### src/rtl/div_qf_seq.sv
// Sequential restoring divider: {Q,F} = A*2^WF / B, one quotient bit per clock.
// Define DIV_SIGNED_EN for two's-complement operands (truncate toward zero, saturating).
module div_qf_seq #(
   parameter int WA = 8,
   parameter int WB = 8,
   parameter int WF = 8
) (
   input  logic          clk,
   input  logic          rst,
   input  logic          st,
   input  logic [WA-1:0] A,
   input  logic [WB-1:0] B,
   output logic [WA-1:0] Q,
   output logic [WF-1:0] F,
   output logic          busy,
   output logic          ok_div,
   output logic          dz
);

   localparam int N  = WA + WF;
   localparam int CW = $clog2(N) + 1;

   typedef enum logic {IDLE, RUN} state_t;

   state_t        state;
   logic [N-1:0]  sh;
   logic [WB-1:0] rem;
   logic [WB-1:0] dvs;
   logic [CW-1:0] cnt;
   logic          zpend;

   logic [WA-1:0] mag_a;
   logic [WB-1:0] mag_b;
   logic [WB:0]   trial;
   logic [WB:0]   diff;
   logic          ge;
   logic [WB-1:0] rem_nxt;
   logic [N-1:0]  q_nxt;
   logic [N-1:0]  res;
   logic          last;
   logic          take;

`ifdef DIV_SIGNED_EN
   logic neg;

   always_comb begin
      mag_a = A[WA-1] ? (~A + WA'(1)) : A;
      mag_b = B[WB-1] ? (~B + WB'(1)) : B;
   end

   // Only min/-1 can overflow a non-negative result; it clamps to the largest positive value.
   always_comb begin
      res = q_nxt;
      if (neg)
         res = ~q_nxt + N'(1);
      else if (q_nxt[N-1])
         res = {1'b0, {(N-1){1'b1}}};
   end
`else
   always_comb begin
      mag_a = A;
      mag_b = B;
      res   = q_nxt;
   end
`endif

   // The partial remainder stays below the divisor, so the shifted trial fits WB+1 bits.
   always_comb begin
      trial   = {rem, sh[N-1]};
      diff    = trial - {1'b0, dvs};
      ge      = ~diff[WB];
      rem_nxt = ge ? diff[WB-1:0] : trial[WB-1:0];
      q_nxt   = {sh[N-2:0], ge};
      last    = (state == RUN) && (cnt == CW'(N - 1));
      take    = st && ((state == IDLE) || last);
   end

   // A start is also taken on the final iteration edge so divisions run back to back.
   always_ff @(posedge clk) begin
      if (rst) begin
         state  <= IDLE;
         sh     <= '0;
         rem    <= '0;
         dvs    <= '0;
         cnt    <= '0;
         zpend  <= 1'b0;
         Q      <= '0;
         F      <= '0;
         busy   <= 1'b0;
         ok_div <= 1'b0;
         dz     <= 1'b0;
`ifdef DIV_SIGNED_EN
         neg    <= 1'b0;
`endif
      end else begin
         ok_div <= 1'b0;
         case (state)
            IDLE: begin
               if (zpend) begin
                  Q      <= '1;
                  F      <= '1;
                  dz     <= 1'b1;
                  ok_div <= 1'b1;
                  zpend  <= 1'b0;
               end
            end
            RUN: begin
               sh  <= q_nxt;
               rem <= rem_nxt;
               cnt <= cnt + CW'(1);
               if (last) begin
                  {Q, F} <= res;
                  ok_div <= 1'b1;
                  state  <= IDLE;
                  busy   <= 1'b0;
               end
            end
            default: state <= IDLE;
         endcase

         if (take) begin
            if (B != '0) begin
               sh    <= {mag_a, {WF{1'b0}}};
               rem   <= '0;
               dvs   <= mag_b;
               cnt   <= '0;
               dz    <= 1'b0;
               state <= RUN;
               busy  <= 1'b1;
`ifdef DIV_SIGNED_EN
               neg   <= A[WA-1] ^ B[WB-1];
`endif
            end else begin
               zpend <= 1'b1;
               state <= IDLE;
               busy  <= 1'b0;
            end
         end
      end
   end

endmodule

### config.mk
export PLATFORM = sky130hd
export DESIGN_NAME = div_qf_seq
export DESIGN_NICKNAME = d
export VERILOG_FILES = /design/src/rtl/div_qf_seq.sv
export SDC_FILE = /design/constraint.sdc
export NUM_CORES = 1
export LEC_CHECK = 0
export CORE_ASPECT_RATIO = 1.5
export CORE_MARGIN = 5
export CORE_UTILIZATION = 40
export DETAILED_ROUTE_END_ITERATION = 8
export DONT_BUFFER_PORTS = 1
export PLACE_DENSITY = 0.62
export SYNTH_ARGS = -nofsm -noshare
export SYNTH_HDL_FRONTEND = slang
export SYNTH_SLANG_ARGS = --single-unit
### constraint.sdc
create_clock -name clk -period 2.62 [get_ports clk]
set_input_delay 0.655 -clock clk [delete_from_list [all_inputs] [get_ports clk]]
set_output_delay 0.655 -clock clk [all_outputs]
set_load 0.03 [all_outputs]
==> impl_metrics.json <==
{
  "multiInputGateArea_mm2": 0.00131,
  "synthesis.area_mm2": 0.00258,
  "period_minus_slack_ns": 2.47,
  "synthesis.nets": 322,
  "ant_nets": 0,
  "grt_antenna_before_repair": 0,
  "hold_violations": 0,
  "yosysSeqAreaShare": 0.451,
  "hold_buffers": 0,
  "syn_avg_cell_area_um2": 8.82,
  "htree_levels": 3,
  "r2r_setup_slack_ns": 0.15,
  "path_cells": "inv_1 -> ha_1 -> inv_1 -> fa_2 -> a21oi_2 -> o21ai_1 -> o22ai_2 -> xor2_2 -> buf_12 -> or2_2 -> a311oi_1",
  "cp_top_family": "compound AO/OA/AOI/OAI gates",
  "diodes": 0,
  "grt_pass1_vias": 1801,
  "io_pins": 38,
  "wirelength_mm": 4.90,
  "r2r_start": "sh[15]$_SDFF_PP0_",
  "via_count": 1952,
  "crit_type": "flop to flop",
  "gr-usage-all-layers": 0.134,
  "powerDensity_mw_per_mm2": 696,
  "post-dp-hpwl_mm": 3.42,
  "cts-root-buf": "clkbuf_8",
  "placed_area_mm2": 0.00266,
  "finalPower_uw": 1970,
  "design.core.area_mm2": 0.00622,
  "whs_endpoint": "dvs[7]$_SDFFE_PP0P_",
  "area_growth_pct": 10.1,
  "cts_made_buffers": 9,
  "worstPathMaxFanout": 11,
  "cp_slowest_cell": "fa_2",
  "start_kind": "flop",
  "start_util": 0.414,
  "wire_per_inst_um": 13.2,
  "yosys_warnings": 0,
  "min_path_cells": 1,
  "r2r-end": "rem[0]$_SDFF_PP0_",
  "cap_violations": 0,
  "fin_area_mm2": 0.00284,
  "async_flop_share": 0,
  "chipHeight_um": 108,
  "worst_pin_slew_ns": 0.541,
  "clock_latency_ns": 0.33,
  "min-delay-start": "rst",
  "nets": 324,
  "finalSetupViolations": 0,
  "relSlewSlack": 0.636,
  "fin_skew_ns": 0.00853,
  "reg2regPathDepth": 11,
  "synth_top_flop_cell": "dfxtp_1",
  "drt-pass1-iter-count": 4,
  "grt.overflow.total": 0,
  "p_leak_uw": 0.00113,
  "synth-edff-count": 0,
  "final_common_cell": "nor2_1",
  "clk_pin_slew_ns": 0.07,
  "final_util": 0.456,
  "clock_sinks": 58,
  "dieArea_mm2": 0.00818,
  "max_stage_delay_ns": 0.36,
  "path_buf_inv": 3,
  "seq_area_mm2": 0.00116,
  "fmax_mhz": 406,
  "portBuffers": 0,
  "drt-initial-drc-count": 86,
  "status": "finished, final reports clean",
  "cp.arrival_ns": 2.71,
  "path_common_cell": "inv_1",
  "vias_per_cell": 5.25,
  "place.gp.congestion": 0.763,
  "period_share": 0.941,
  "grt_pass1_wl_mm": 8.40,
  "layout_common_cells": "nor2_1, dfxtp_1, mux2i_1, nor3_1, a211oi_1",
  "fillers": 629,
  "synthCells": 292,
  "die_w_um": 75.5,
  "layout-drive-gt1-share": 0.0973,
  "slew_violations": 0,
  "ys_seq_elements": 58,
  "cp_data_required_time_ns": 2.86,
  "cts_tree": "yes",
  "crit_path_end_kind": "flop",
  "ir_drop_uv": 338,
  "hold_path.class": "input pin to flop",
  "cts_max_path_buffers": 2,
  "synth.distinct_cells": 38,
  "hold_ws_ns": 0.387,
  "grt_max_degree": 39,
  "drc": 0,
  "fp-row-count": 35
}
==> kinds of logic (layout without fill, tap and decap cells) <==
group           count (synthesis)  count (layout)  share of synthesized area
xor+xnor                        9               9                     0.0306
buf+inv                        29              35                     0.0461
flops                          58              58                      0.451
mux                            29              29                      0.113
compound gates                 37              37                      0.102
simple gates                  119             119                      0.201
fa+ha+maj                      11              11                     0.0563
==> Yosys cell counts, types with 2 or more instances <==
cell type | n | area (um2)
a211oi_1 | 14 | 105
a21oi_1 | 8 | 40.0
a311oi_1 | 2 | 17.5
buf_2 | 2 | 10.0
clkbuf_1 | 12 | 45.0
dfxtp_1 | 58 | 1160
ha_1 | 10 | 125
inv_1 | 13 | 48.8
mux2i_1 | 29 | 290
nand2_1 | 11 | 41.3
nand2b_1 | 2 | 12.5
nand3_1 | 3 | 15.0
nand4_1 | 2 | 12.5
nor2_1 | 72 | 270
nor2b_1 | 2 | 12.5
nor3_1 | 17 | 85.1
nor4_1 | 3 | 18.8
o21a_1 | 3 | 22.5
o21ai_0 | 2 | 10.0
or3_1 | 2 | 12.5
xnor2_1 | 4 | 35.0
xor2_1 | 5 | 43.8
==> routing by layer <==
| metal | share of wire | wire length (um) | global-route usage |
|---|---|---|---|
| met1 | 0.43 | 2130 | 0.157 |
| met3 | 0.056 | 276 | 0.0530 |
| met5 | 0 | 0 | 0 |
| met4 | 0.021 | 102 | 0.0600 |
| met2 | 0.49 | 2390 | 0.212 |
==> through the flow <==
stage	setup TNS (ns)	std cells	setup WS [ns]
after floorplan	0	292	0.429
after global placement	0	357	0.178
after detailed placement	0	357	0.118
after CTS	0	372	0.0792
after global routing	-0.0236	372	-0.0236
final	0	372	0.154
==> cell type report <==
class                           instances  area share
Clock buffer                            9      0.0437
Multi-Input combinational cell        205       0.462
Sequential cell                        58       0.409
Clock inverter                          6      0.0124
Inverter                               13      0.0172
Timing Repair Buffer                    7      0.0229
Tap cell                               74      0.0326
==> sequential cells by signal, indices dropped and copies added, names as in the netlist <==
register and flops:
state 1, dz 1, cnt 5, sh 16
dvs 8, rem 8, Q 8, ok_div 1
zpend 1, busy 1, F 8
==> repair_timing <==
action,4_1_cts,5_1_grt
setup buffers,0,0
endpoints found under the setup margin,0,7
hold endpoints to repair,0,0
gates resized for setup,0,4
==> power by group <==
group	switching [uW]	internal, uW	leakage, uW
combinational	175	171	0.000577
sequential	31.0	917	0.000472
clock	350	330	0.0000806
==> worst max-delay path by stage <==
| stage | startpoint | to | cells after the start |
|---|---|---|---|
| final | sh[15]$_SDFF_PP0_ | rem[0]$_SDFF_PP0_ | 11 |
| after global routing | sh[15]$_SDFF_PP0_ | rem[0]$_SDFF_PP0_ | 11 |
| after CTS | sh[15]$_SDFF_PP0_ | rem[0]$_SDFF_PP0_ | 11 |
| after detailed placement | sh[15]$_SDFF_PP0_ | rem[0]$_SDFF_PP0_ | 11 |
| after global placement | sh[15]$_SDFF_PP0_ | rem[0]$_SDFF_PP0_ | 11 |
| after floorplan | sh[15]$_SDFF_PP0_ | rem[1]$_SDFF_PP0_ | 11 |
(Power assumes the default switching activity.)
